$ cat config.mk
export PLATFORM = sky130hd
export DESIGN_NAME = fetch_queue
export DESIGN_NICKNAME = d
export VERILOG_FILES = /design/src/rtl/fetch_queue.sv
export SDC_FILE = /design/constraint.sdc
export NUM_CORES = 1
export LEC_CHECK = 0
export ABC_AREA = 1
export CAP_MARGIN = 0
export CORE_UTILIZATION = 60
export CTS_BUF_LIST = sky130_fd_sc_hd__clkbuf_8
export DETAILED_ROUTE_END_ITERATION = 10
export PLACE_DENSITY_LB_ADDON = 0.3
export SYNTH_ARGS = -nofsm -noshare
export SYNTH_HDL_FRONTEND = slang
export SYNTH_SLANG_ARGS = --single-unit
$ cat constraint.sdc
create_clock -name clk_i -period 7.5 [get_ports clk_i]
set_clock_uncertainty 0.2 [all_clocks]
set_input_delay 0.75 -clock clk_i [delete_from_list [all_inputs] [get_ports clk_i]]
set_output_delay 0.75 -clock clk_i [all_outputs]
set_load 0.05 [all_outputs]
$ cat src/rtl/fetch_queue.sv
// Instruction-fetch front end: owns the fetch PC, issues credit-limited requests to a
// synchronous instruction port and buffers returned words with their addresses for decode.
module fetch_queue #(
  parameter int unsigned           ADDR_WIDTH = 32,
  parameter int unsigned           DATA_WIDTH = 32,
  parameter int unsigned           DEPTH      = 4,
  parameter logic [ADDR_WIDTH-1:0] RESET_PC   = '0,
  parameter int unsigned           PC_STEP    = 4
) (
  input  logic                    clk_i,
  input  logic                    rst_i,
  input  logic                    flush_i,
  input  logic [ADDR_WIDTH-1:0]   new_pc_i,
  input  logic                    halt_i,
  output logic [ADDR_WIDTH-1:0]   pc_o,
  output logic                    ce_o,
  input  logic [DATA_WIDTH-1:0]   inst_i,
  input  logic                    inst_ready_i,
  output logic                    inst_valid_o,
  output logic [DATA_WIDTH-1:0]   inst_o,
  output logic [ADDR_WIDTH-1:0]   inst_addr_o,
  output logic [$clog2(DEPTH):0]  count_o
);

  localparam int unsigned PW = $clog2(DEPTH);
  localparam int unsigned CW = PW + 1;

  logic [ADDR_WIDTH-1:0] pc_q;
  logic [ADDR_WIDTH-1:0] inflight_addr_q;
  logic                  inflight_q;
  logic [PW-1:0]         rd_ptr;
  logic [PW-1:0]         wr_ptr;
  logic [CW-1:0]         count_q;
  logic [CW-1:0]         credit_used;
  logic                  issue;
  logic                  push;
  logic                  pop;

  logic [DATA_WIDTH-1:0] mem_data [DEPTH];
  logic [ADDR_WIDTH-1:0] mem_addr [DEPTH];

  // Credit includes the word in flight so a returning response always has a free slot.
  always_comb begin
    credit_used = count_q + CW'(inflight_q);
    issue       = !rst_i && !flush_i && !halt_i && (credit_used < CW'(DEPTH));
    push        = !rst_i && !flush_i && inflight_q;
    pop         = !rst_i && !flush_i && (count_q != '0) && inst_ready_i;
  end

  always_ff @(posedge clk_i) begin
    if (rst_i) begin
      pc_q            <= RESET_PC;
      inflight_q      <= 1'b0;
      inflight_addr_q <= '0;
      rd_ptr          <= '0;
      wr_ptr          <= '0;
      count_q         <= '0;
    end else if (flush_i) begin
      pc_q       <= new_pc_i;
      inflight_q <= 1'b0;
      rd_ptr     <= '0;
      wr_ptr     <= '0;
      count_q    <= '0;
    end else begin
      if (issue) begin
        pc_q            <= pc_q + ADDR_WIDTH'(PC_STEP);
        inflight_addr_q <= pc_q;
        inflight_q      <= 1'b1;
      end else begin
        inflight_q <= 1'b0;
      end
      if (push) wr_ptr <= wr_ptr + PW'(1);
      if (pop)  rd_ptr <= rd_ptr + PW'(1);
      case ({push, pop})
        2'b10:   count_q <= count_q + CW'(1);
        2'b01:   count_q <= count_q - CW'(1);
        default: count_q <= count_q;
      endcase
    end
  end

  always_ff @(posedge clk_i) begin
    if (push) begin
      mem_data[wr_ptr] <= inst_i;
      mem_addr[wr_ptr] <= inflight_addr_q;
    end
  end

  assign pc_o         = pc_q;
  assign ce_o         = issue;
  assign count_o      = count_q;
  assign inst_valid_o = (count_q != '0);
  assign inst_o       = inst_valid_o ? mem_data[rd_ptr] : '0;
  assign inst_addr_o  = inst_valid_o ? mem_addr[rd_ptr] : '0;

endmodule

**After elaboration in Yosys (flattened, before gate mapping)**

Memories as Yosys holds them, arrays and structs flattened. A register that Yosys moved wholly into a read port is not among the register bits.
Cells that the tools add are included.

- Register bits after elaboration: 72
- Memory bits (writable): 256
- Bits of input ports: 69
- Memories kept: 2

Memories:

| memory | depth | bits a word | read ports | clocked after Yosys merged registers in | write ports | line | RTL |
|---|---|---|---|---|---|---|---|
| mem_addr | 4 | 32 | 1 | 1 | 1 | 40 | `logic [ADDR_WIDTH-1:0] mem_addr [DEPTH];` |
| mem_data | 4 | 32 | 1 | 1 | 1 | 39 | `logic [DATA_WIDTH-1:0] mem_data [DEPTH];` |

- Add/sub/neg operators: 6
- $lt $le $gt $ge: 1
- Equal/unequal tests: 2
- Muxes and demuxes: 12
- Bitwise operators: 1
- Reduce and logical (&&, ||, !) cells: 14

Operators by type and width:

| operator | count |
|---|---|
| 2-to-1 mux 32 bit | 4 |
| adder 32 x 3 -> 32 bit, second input constant | 1 |
| 2-to-1 mux 2 bit | 4 |
| logical AND 1 bit | 6 |
| one-hot mux 3 bit (2 select lines) | 1 |
| adder 2 x 1 -> 2 bit, second input constant | 2 |
| nonzero test 2 bit | 2 |
| adder 3 x 1 -> 3 bit | 1 |
| adder 3 x 1 -> 3 bit, second input constant | 1 |
| zero test 1 bit | 3 |
| < comparator 3 bit, second input constant | 1 |
| 2-to-1 mux 1 bit | 3 |
| nonzero test 3 bit | 1 |
| subtractor 3 x 1 -> 3 bit, second input constant | 1 |
| equality test 2 x 1 -> 1 bit, second input constant | 1 |
| equality test 2 bit, second input constant | 1 |
| AND reduction 2 bit | 1 |
| OR reduction 2 bit | 1 |
| inverter 1 bit | 1 |

**Logic depth before layout (Yosys ltp)**

Gate-level depths: netlist of run 1.

- Word-level depth: 6
- Depth in mapped cells: 13
- Mapped depth without buffers: 12

**Worst setup path before layout of run 1**

Ideal clock, no wire load.

- Path type: input -> register
- From: input port flush_i
- To: memory mem_addr[0][0], enable pin
- Arrival: 3961 ps
- Data required time: 6813 ps
- Path slack: 2853 ps
- Cell stages on the path: 6
- Cell sequence: buf_2 clkinv_4 nand2_4 inv_1 nand2_1 nor2_1

- Cells in the longest elaborated chain, start to end: 5

Ends and longest elaborated chain:

| element | line | RTL |
|---|---|---|
| from (decl) | 12 | `input logic flush_i,` |
| zero test 1 bit | 46 | `push = !rst_i && !flush_i && inflight_q;` |
| logical AND 1 bit (2 in series) | 46 |  |
| 2-to-1 mux 1 bit | 83 | `if (push) begin` |
| 2-to-1 mux 1 bit (implied by the code) | 85 | `mem_addr[wr_ptr] <= inflight_addr_q;` |
| to (decl) | 40 |  |

No other way between the ends.

==> results of run 1 <==
==> metal layers <==
layer | vias up | global-route usage | wire length, µm | share of wire
met3 | 39 | 0.04253 | 2599 | 0.086
li1 | 4864 | - | - | -
met5 | - | 0 | 0 | 0
met4 | 0 | 0.07600 | 453 | 0.015
met2 | 482 | 0.4270 | 14370 | 0.48
met1 | 4672 | 0.3582 | 12770 | 0.42
==> registers in the layout, indices dropped and copies added, names as in the netlist, named ones only <==
| register | count |
|---|---|
| count_o | 3 |
| inflight_q | 1 |
| mem_data | 128 |
| inflight_addr_q | 32 |
| pc_o | 32 |
| mem_addr | 128 |
| rd_ptr | 2 |
| wr_ptr | 2 |
==> final timing paths <==
| path | endpoint | start | slack, ns |
|---|---|---|---|
| max | inst_addr_o[21] | register | 2.82 |
| min | register | rd_ptr[1] | 0.27 |
| max reg2reg | mem_addr[1][6] | inflight_q | 4.70 |
| min reg2reg | register | rd_ptr[1] | 0.27 |
==> cells in the final DEF (no fill, tap or decap) <==
cell type and count:
sky130_fd_sc_hd__nor2_1 316, sky130_fd_sc_hd__edfxtp_1 256, sky130_fd_sc_hd__o21ai_0 173, sky130_fd_sc_hd__clkdlybuf4s50_1 169
sky130_fd_sc_hd__nand2_1 165, sky130_fd_sc_hd__a21oi_1 123, sky130_fd_sc_hd__inv_1 77, sky130_fd_sc_hd__dfxtp_1 72
sky130_fd_sc_hd__clkbuf_8 52, sky130_fd_sc_hd__nand3_1 46, sky130_fd_sc_hd__buf_4 12, sky130_fd_sc_hd__clkinv_1 11
sky130_fd_sc_hd__clkinv_2 7, sky130_fd_sc_hd__nor2_4 6, sky130_fd_sc_hd__ha_1 6, sky130_fd_sc_hd__nor2_2 5
sky130_fd_sc_hd__xnor2_1 5, sky130_fd_sc_hd__bufinv_16 4, sky130_fd_sc_hd__inv_2 3, sky130_fd_sc_hd__xor2_1 3
sky130_fd_sc_hd__nand2_2 2, sky130_fd_sc_hd__nor3_1 2, sky130_fd_sc_hd__a31oi_1 2, sky130_fd_sc_hd__a22oi_1 2
sky130_fd_sc_hd__nor3_2 1, sky130_fd_sc_hd__clkinv_4 1, sky130_fd_sc_hd__inv_6 1, sky130_fd_sc_hd__nand2_4 1
sky130_fd_sc_hd__nand4_1 1, sky130_fd_sc_hd__nand3_4 1, sky130_fd_sc_hd__nor3b_2 1, sky130_fd_sc_hd__a211oi_1 1
sky130_fd_sc_hd__and2_1 1, sky130_fd_sc_hd__fa_1 1, sky130_fd_sc_hd__dfxtp_4 1, sky130_fd_sc_hd__dfxtp_2 1
sky130_fd_sc_hd__clkinvlp_4 1
==> worst max-delay path: cells and delay by family, from the launching register on <==
family | cells | cell delay, ns
flip-flops | 1 | 0.31
AND/OR/NAND/NOR | 1 | 0.18
AO/OA/AOI/OAI | 2 | 0.40
buffers and inverters | 4 | 2.24
==> final cells by class <==
class	count	area, µm²
inverter	70	274.0
sequential	330	9174
clock inverter	35	247.7
timing repair buffer	181	1782
multi-input combinational	864	3902
clock buffer	52	715.7
tap	280	350.3
fill	1436	5648
==> kinds of logic (layout without fill, tap and decap cells) <==
family,count (synthesis),after routing,share of synthesized area
adders and majority gates,7,7,0.006960
buffers and inverters,143,338,0.04579
xor gates and xnor gates,8,8,0.005129
and+or+nand+nor,548,548,0.1600
AOI/OAI and AO/OA,301,301,0.1110
DFF,330,330,0.6711
==> metrics by stage <==
| step | util | hold WS [ns] | instances | area [µm²] | setup WS (ns) |
|---|---|---|---|---|---|
| 2_1_floorplan | - | 0.2357 | 1337 | 13660 | 2.853 |
| 3_3_place_gp | 0.7008 | 0.2529 | 1725 | 15480 | 3.239 |
| 3_5_place_dp | 0.7008 | 0.2634 | 1725 | 15480 | 3.167 |
| 4_1_cts | 0.7444 | 0.2746 | 1812 | 16450 | 2.787 |
| 5_1_grt | 0.7444 | 0.3184 | 1812 | 16450 | 2.581 |
| 6_report | 0.7444 | 0.2727 | 1812 | 16450 | 2.819 |
==> power by group <==
part | switching [mW] | leakage (nW) | internal, mW
Sequential | 0.0300 | 2.99 | 1.99
Combinational | 0.124 | 2.35 | 0.0778
Clock | 0.636 | 0.541 | 0.777
Total | 0.790 | 5.88 | 2.84
==> impl_metrics.csv, run 1 <==
group,metric,value,unit
run_status,outcome,"finished clean",
detailed_routing,drtPass1Iterations,7,
power,power.density,220.8,nW/µm²
clock_tree,holdBufCountCts,0,
grt,grtUsageTotal,0.2594,
power,max-vdd-ir-drop,116.8,µV
synth,post-synth-top-count-cell,"sky130_fd_sc_hd__nor2_1",
timing,finalCritPeriodShare,0.6241,
synth,ys_types,32,
detailed_routing,antenna_violating_nets_post_route,0,
timing,worst_slew_pin_slew,1.190,ns
worst_setup_path,timing_worst_setup_path_type,"register to primary output",
floorplan,floorplan.die.width,152.9,µm
synth,postSynth.topFlopCell,"sky130_fd_sc_hd__edfxtp_1",
layout,syn2layout_area_growth,20.38,%
grt,antenna_violations_before_repair,0,
hold_path,hold_depth,2,
run,cap_viol_max_count,0,
worst_setup_path,critical_path.cell_chain,"buf_4 > inv_2 > buf_4 > nor2_1 > o21ai_0 > a21oi_1 > clkdlybuf4s50_1",
layout,post_route_cells_drive_above_1_share,0.06527,
detailed_routing,vias,10057,
floorplan,die_h,152.9,µm
worst_setup_path,critPathSlowestCell,"sky130_fd_sc_hd__clkdlybuf4s50_1",
timing,slew_viol_final,0,
worst_setup_path,timing.critical_path.required,6.55,ns
clock_tree,cts.path.max_buffers,3,
clock_tree,tritoncts,"built",
synth,yosys-top-cells-area,"sky130_fd_sc_hd__edfxtp_1, sky130_fd_sc_hd__dfxtp_1, sky130_fd_sc_hd__nor2_1",
grt,grt_start_max_net_pins,109,
worst_setup_path,critical_path_peak_fanout,65,
timing,relSlewSlack,0.2046,
worst_setup_path,cp.arrival,3.73,ns
floorplan,placement_rows,54,
floorplan,io-pin-count,170,
synth,syn_area_per_cell,10.22,µm²
synth,synth_top_cells_by_count,"sky130_fd_sc_hd__nor2_1, sky130_fd_sc_hd__edfxtp_1, sky130_fd_sc_hd__o21ai_0, sky130_fd_sc_hd__nand2_1, sky130_fd_sc_hd__a21oi_1",
detailed_routing,post-route-drc-count,0,
synth,synth_warn,0,
placement,port-buffer-count,169,
worst_setup_path,critical_path.max_stage_delay,0.86,ns
detailed_routing,first_iter_violations,936,
placement,finalWeightedCongestion,0.8599,
clock_tree,post_cts.repair.setup_buffers,0,
worst_setup_path,worst-r2r-cell-count,3,
detailed_routing,final_wl,30190,µm
clock_tree,clock-root-buffer,"sky130_fd_sc_hd__clkbuf_8",
grt,vias_in_the_first_global_route,9601,
power,pwr_total,3.632,mW
placement,post_detail_place_hpwl,18090,µm
clock_tree,cts_htree_levels,2,
power,power_leakage,5.881,nW
timing,final.min_clock_period,4.681,ns
synth,synth-edff-count,256,
clock_tree,cts_num_sinks,330,
timing,grt_setup_unrepaired,"no",
timing,report.final.hold_viol_count,0,
layout,num-nets-final,1571,
timing,setup_viol,0,
synth,flops_latches_synth,330,
synth,synth_fp_nets,1413,
timing,achievable-frequency,213.6,MHz
clock_tree,clk_transition_reported_paths,0.06,ns
detailed_routing,viasPerCell,5.550,
synth,post_synth_inst_count,1337,
floorplan,die-area,23380,µm²
floorplan,initial_core_util,0.6184,
worst_setup_path,critical_path_startpoint_category,"register",
grt,grt_overflow,0,
detailed_routing,route.detailed.wl_per_inst,16.66,µm
timing,tns,0,ns
clock_tree,cts_made_buffers,48,
hold_path,classification_of_the_worst_slack_hold_path,"register to register",
synth,synth.cell_area,13660,µm²
layout,insertedDiodeCount,0,
synth,async_flop_share,0,
synth,synthDominantCellAreaShare,0.5627,
synth,synth_seq_area_share,0.6711,
worst_setup_path,timing.critical_path.mode_cell,"sky130_fd_sc_hd__buf_4",
floorplan,design.core.area,22090,µm²
clock_tree,clk-insertion-delay-late,0.54,ns
worst_setup_path,worstSetupEndpointType,"primary output",
synth,synth_top_cell_by_area,"sky130_fd_sc_hd__edfxtp_1",
grt,grt_first_pass_wirelength,48110,µm
clock_tree,cts_resized,0,
Power figures use the tool's default switching activity.
==> inputs of run 2 (changes only) <==
- CORE_UTILIZATION: 60 -> 52
- clock period: 7.5 -> 4.15 ns (I/O delays scaled with it)
==> run 2 against run 1 <==
Against the previous run: die area grew 15%; critical path depth shrank 1; utilization shrank 9.4 points; clock power grew 69%; combinational power grew 81%; highest routed layer is now met5; flip-flop and latch count is the same; total power grew 76%.
==> impl_metrics.csv, run 2 (synthesis gave the netlist of run 1 again) <==
group,metric,value,unit
clock_tree,cts_resized,0,
detailed_routing,route.detailed.wl_per_inst,16.47,µm
worst_setup_path,worstSetupEndpointType,"primary output",
floorplan,initial_core_util,0.5363,
hold_path,holdPathEnd,"pc_o[6]",
worst_setup_path,critical_path.max_stage_delay,0.85,ns
layout,post_route_cells_drive_above_1_share,0.07772,
power,max-vdd-ir-drop,210.3,µV
grt,grt_start_max_net_pins,67,
worst_setup_path,rr_endpoint,"count_o[2]",
placement,finalWeightedCongestion,0.8742,
timing,slew_viol_final,0,
clock_tree,cts_made_buffers,50,
worst_setup_path,timing.critical_path.mode_cell,"sky130_fd_sc_hd__nor2_1",
layout,final.fill_count,1948,
grt,grt_first_pass_wirelength,48490,µm
worst_setup_path,cp.arrival,3.20,ns
floorplan,design.core.area,25470,µm²
clock_tree,clock-root-buffer,"sky130_fd_sc_hd__clkbuf_8",
layout,syn2layout_area_growth,21.33,%
detailed_routing,vias,9985,
worst_setup_path,timing.critical_path.required,3.53,ns
layout,fin_cells,1874,
grt,antenna_violations_before_repair,1,
hold_path,hold_depth,3,
floorplan,placement_rows,58,
timing,grt_setup_unrepaired,"no",
floorplan,die-area,26930,µm²
power,power_leakage,5.999,nW
layout,insertedDiodeCount,0,
timing,finalCritPeriodShare,0.9187,
clock_tree,clk-insertion-delay-late,0.55,ns
worst_setup_path,critical_path.cell_chain,"buf_4 > nor2_1 > nor2_1 > o21ai_0 > a21oi_1 > clkdlybuf4s50_1",
layout,layout_commonest_cell,"sky130_fd_sc_hd__nor2_1",
timing,achievable-frequency,262.3,MHz
detailed_routing,antenna_violating_nets_post_route,0,
layout,biggestRegsByFlops,"mem_addr: 128 flops, mem_data: 128 flops",
detailed_routing,drtPass1Iterations,5,
clock_tree,tritoncts,"built",
hold_path,classification_of_the_worst_slack_hold_path,"input pin to register",
clock_tree,cts.path.max_buffers,3,
timing,setup_viol,0,
detailed_routing,viasPerCell,5.328,
hold_path,holdCritStartpoint,"new_pc_i[6]",
grt,vias_in_the_first_global_route,9606,
worst_setup_path,critical_path.reg2reg.startpoint,"count_o[0]",
timing,relSlewSlack,0.5295,
layout,num-nets-final,1582,
placement,post_detail_place_hpwl,19160,µm
placement,numPlacedInstances,1784,
timing,finalHoldWorstSlack,0.2500,ns
worst_setup_path,worst-r2r-cell-count,10,
detailed_routing,final_wl,30860,µm
power,power.density,385.6,nW/µm²
layout,postLayoutCoreUtil,0.6508,
floorplan,floorplan.die.width,164.1,µm
clock_tree,cts_htree_levels,2,
worst_setup_path,critical_path_peak_fanout,53,
floorplan,io-pin-count,170,
clock_tree,cts_num_sinks,330,
floorplan,die_h,164.1,µm
layout,final_cell_mix,"sky130_fd_sc_hd__nor2_1, sky130_fd_sc_hd__edfxtp_1, sky130_fd_sc_hd__o21ai_0, sky130_fd_sc_hd__nand2_1, sky130_fd_sc_hd__clkdlybuf4s50_1",
worst_setup_path,r2r_setup_slack,1.50,ns
timing,worst_slew_pin_slew,0.7047,ns
grt,grt_overflow,0,
placement,port-buffer-count,169,
worst_setup_path,critical_path_startpoint_category,"register",
clock_tree,post_cts.repair.setup_buffers,0,
clock_tree,clk_transition_reported_paths,0.06,ns
power,pwr_total,6.392,mW
timing,final.min_clock_period,3.812,ns
clock_tree,holdBufCountCts,0,
worst_setup_path,timing_worst_setup_path_type,"register to primary output",
grt,grtUsageTotal,0.2328,
detailed_routing,post-route-drc-count,0,
timing,report.final.hold_viol_count,0,
run_status,outcome,"finished clean",
detailed_routing,first_iter_violations,783,
run,cap_viol_max_count,0,
worst_setup_path,critPathSlowestCell,"sky130_fd_sc_hd__clkdlybuf4s50_1",
[run 2: worst max path at each step]
stage,to,from,cells past startpoint
after floorplan,mem_addr[0][0],flush_i,6
after global placement,inst_addr_o[30],register,6
final,inst_addr_o[30],register,6
after detailed placement,count_o[2],flush_i,12
after CTS,inst_addr_o[30],register,6
after global routing,inst_o[16],register,6
[run 2: layer usage]
layer / GRT usage / vias to the layer above / share of wire / wire [µm]
li1: - / 4882 / - / -
met1: 0.3144 / 4670 / 0.45 / 13870
met2: 0.3813 / 379 / 0.46 / 14280
met3: 0.04141 / 52 / 0.067 / 2065
met4: 0.07618 / 2 / 0.021 / 637
met5: 0 / - / 0.00042 / 13
[run 2: worst max-delay path: cells and delay by family (launching register included)]
family          cells  cell delay [ns]
buf+inv             2             1.40
flops               1             0.73
compound gates      2             0.33
simple gates        2             0.17
[run 2: power by group]
group	switching (mW)	internal (mW)	total [mW]
Clock	1.17	1.21	2.38
Combinational	0.222	0.143	0.366
Sequential	0.0547	3.59	3.65
[run 2: layout make-up]
class / count / area [µm²] / share of cell area
Inverter: 70 / 272.8 / 0.01646
Clock buffer: 55 / 757.0 / 0.04567
Clock inverter: 35 / 145.1 / 0.008756
Multi-Input combinational cell: 864 / 3902 / 0.2354
Tap cell: 330 / 412.9 / 0.02491
Sequential cell: 330 / 9174 / 0.5534
Timing Repair Buffer: 190 / 1912 / 0.1153
[run 2: stage by stage]
| step | worst slack, ns | setup TNS [ns] | cell area [µm²] |
|---|---|---|---|
| detailed placement | 0.8771 | 0 | 15670 |
| global placement | 0.9118 | 0 | 15670 |
| floorplan | -0.1625 | -41.59 | 13660 |
| CTS | 0.3121 | 0 | 16580 |
| global route | 0.1069 | 0 | 16580 |
| finish | 0.3375 | 0 | 16580 |
==> inputs of run 3 (changes only) <==
- CORE_UTILIZATION: 52 -> 58
- clock period: 4.15 -> 3.56 ns (I/O delays scaled with it)
==> run 3 against run 2 <==
Against the previous run: first-iteration DRC count rose by 4.2%; flip-flop and latch count unchanged; critical path depth is 1 lower; sequential share of layout area grew 0.44 points; clock power rose by 23%; cell count fell by 1.4%; worst setup slack better by 0.085 ns; worst hold slack worse by 0.065 ns; critical path type unchanged; highest routed layer is now met4.
==> impl_metrics.csv, run 3 (synthesis gave the netlist of run 1 again) <==
group,metric,value,unit
worst_setup_path,cp.arrival,2.58,ns
layout,final.fill_count,1627,
timing,report.final.hold_viol_count,0,
clock_tree,cts_made_buffers,50,
worst_setup_path,critical_path_peak_fanout,80,
layout,syn2layout_area_growth,20.38,%
grt,antenna_violations_before_repair,0,
grt,grt_start_max_net_pins,101,
clock_tree,holdBufCountCts,0,
detailed_routing,drtPass1Iterations,5,
timing,finalHoldWorstSlack,0.1845,ns
worst_setup_path,critical_path.max_stage_delay,0.59,ns
grt,vias_in_the_first_global_route,9627,
layout,post_route_cells_drive_above_1_share,0.1115,
worst_setup_path,timing.critical_path.mode_cell,"sky130_fd_sc_hd__buf_4",
timing,worst_slew_pin_slew,0.7693,ns
layout,final_cell_mix,"sky130_fd_sc_hd__nor2_1, sky130_fd_sc_hd__edfxtp_1, sky130_fd_sc_hd__o21ai_0, sky130_fd_sc_hd__nand2_1, sky130_fd_sc_hd__a21oi_1",
placement,numPlacedInstances,1766,
worst_setup_path,timing_worst_setup_path_type,"register to primary output",
clock_tree,clk_transition_reported_paths,0.06,ns
timing,finalCritPeriodShare,0.8813,
floorplan,initial_core_util,0.5980,
grt,grt_first_pass_wirelength,48230,µm
detailed_routing,viasPerCell,5.417,
power,power.internal,5.933,mW
power,max-vdd-ir-drop,245.6,µV
floorplan,io-pin-count,170,
placement,post_detail_place_hpwl,18870,µm
clock_tree,cts_htree_levels,2,
floorplan,floorplan.die.width,155.5,µm
layout,insertedDiodeCount,0,
layout,regArea,9174,µm²
clock_tree,cts_num_sinks,330,
layout,biggestRegsByFlops,"mem_addr: 128 flops, mem_data: 128 flops",
worst_setup_path,critPathBufInv,3,
layout,num-nets-final,1581,
power,share_comb_of_total_power,0.056,
clock_tree,clock-root-buffer,"sky130_fd_sc_hd__clkbuf_8",
clock_tree,cts_resized,0,
timing,setup_viol,0,
floorplan,die_h,155.5,µm
timing,slew_viol_final,0,
worst_setup_path,critical_path_startpoint_category,"register",
power,swShare,0.2189,
detailed_routing,first_iter_violations,816,
clock_tree,tritoncts,"built",
grt,grtUsageTotal,0.2570,
floorplan,placement_rows,55,
run,cap_viol_max_count,0,
worst_setup_path,critical_path.cell_chain,"clkinv_2 > buf_4 > o21ai_0 > a21oi_1 > buf_4",
clock_tree,cts.path.max_buffers,3,
detailed_routing,final_wl,30960,µm
layout,postLayoutCoreUtil,0.7198,
worst_setup_path,timing.critical_path.required,3.00,ns
power,power_leakage,6.056,nW
layout,fin_cells,1847,
hold_path,classification_of_the_worst_slack_hold_path,"input pin to register",
clock_tree,clk-insertion-delay-late,0.56,ns
timing,final.min_clock_period,3.138,ns
floorplan,die-area,24170,µm²
power,power.density,461.9,nW/µm²
power,clock_power_share,0.385,
detailed_routing,antenna_violating_nets_post_route,0,
placement,port-buffer-count,169,
detailed_routing,route.detailed.wl_per_inst,16.76,µm
layout,multiInputGateArea,3902,µm²
timing,relSlewSlack,0.4871,
worst_setup_path,critical-path-top-delay-family,"buffers and inverters",
detailed_routing,post-route-drc-count,0,
timing,achievable-frequency,318.7,MHz
layout,layout_commonest_cell,"sky130_fd_sc_hd__nor2_1",
clock_tree,post_cts.repair.setup_buffers,0,
run_status,outcome,"finished clean",
worst_setup_path,critPathSlowestCell,"sky130_fd_sc_hd__buf_4",
power,switchingPower,1.663,mW
worst_setup_path,worstSetupEndpointType,"primary output",
floorplan,design.core.area,22850,µm²
placement,finalWeightedCongestion,0.8923,
power,seq_power_share,0.559,
grt,grt_overflow,0,
timing,grt_setup_unrepaired,"no",
detailed_routing,vias,10005,
[run 3: changes by cell type in the layout (fill, tap and decap cells not counted), sizes merged]
cell / delta
clkdlybuf4s50: -53
inv: -12
bufinv: +3
buf: +52
clkinv: +2
clkbuf: -2
[run 3: area by class of cell]
cell class | count | area share
flip-flops and latches | 330 | 0.5578
well taps | 313 | 0.02381
inverters | 70 | 0.01666
clock buffers | 53 | 0.04435
clock inverters | 28 | 0.01232
multi-input cells | 864 | 0.2373
repair buffers | 189 | 0.1077
[run 3: power groups by stage]
stage	Sequential [mW]	Clock (mW)	Combinational, mW
global route	4.25	3.13	0.458
detailed placement	4.33	0	0.422
finish	4.25	2.92	0.425
global placement	4.33	0	0.416
CTS	4.25	2.97	0.425
floorplan	4.38	0	0.167
[run 3: final timing paths]
check / slack (ns) / cells past startpoint / startpoint / end
min reg2reg: 0.28 / 2 / pc_o[1] / inflight_addr_q[1]
max: 0.42 / 5 / register / inst_addr_o[29]
min: 0.18 / 3 / new_pc_i[5] / pc_o[5]
max reg2reg: 0.86 / 10 / count_o[0] / count_o[2]
[run 3: tightest hold or removal path: stages]
cell and delay (ns):
sky130_fd_sc_hd__clkdlybuf4s50_1 0.40, sky130_fd_sc_hd__nand2_1 0.07, sky130_fd_sc_hd__a31oi_1 0.07
[run 3: per-layer routing]
layer	up-vias	wire length (µm)	global-route usage
met5	-	0	0
met3	58	2320	0.04123
li1	4875	-	-
met4	0	801	0.09524
met1	4653	12680	0.3390
met2	419	15150	0.4316
[run 3: metrics by stage]
step	power (mW)	setup TNS [ns]	instance area (µm²)	worst slack (ns)
2_1_floorplan	4.552	-177.53	13660	-0.6935
3_3_place_gp	4.741	0	15510	0.5427
3_5_place_dp	4.748	0	15510	0.3940
4_1_cts	7.641	0	16450	0.4348
5_1_grt	7.836	0	16450	0.3070
6_report	7.596	0	16450	0.4224
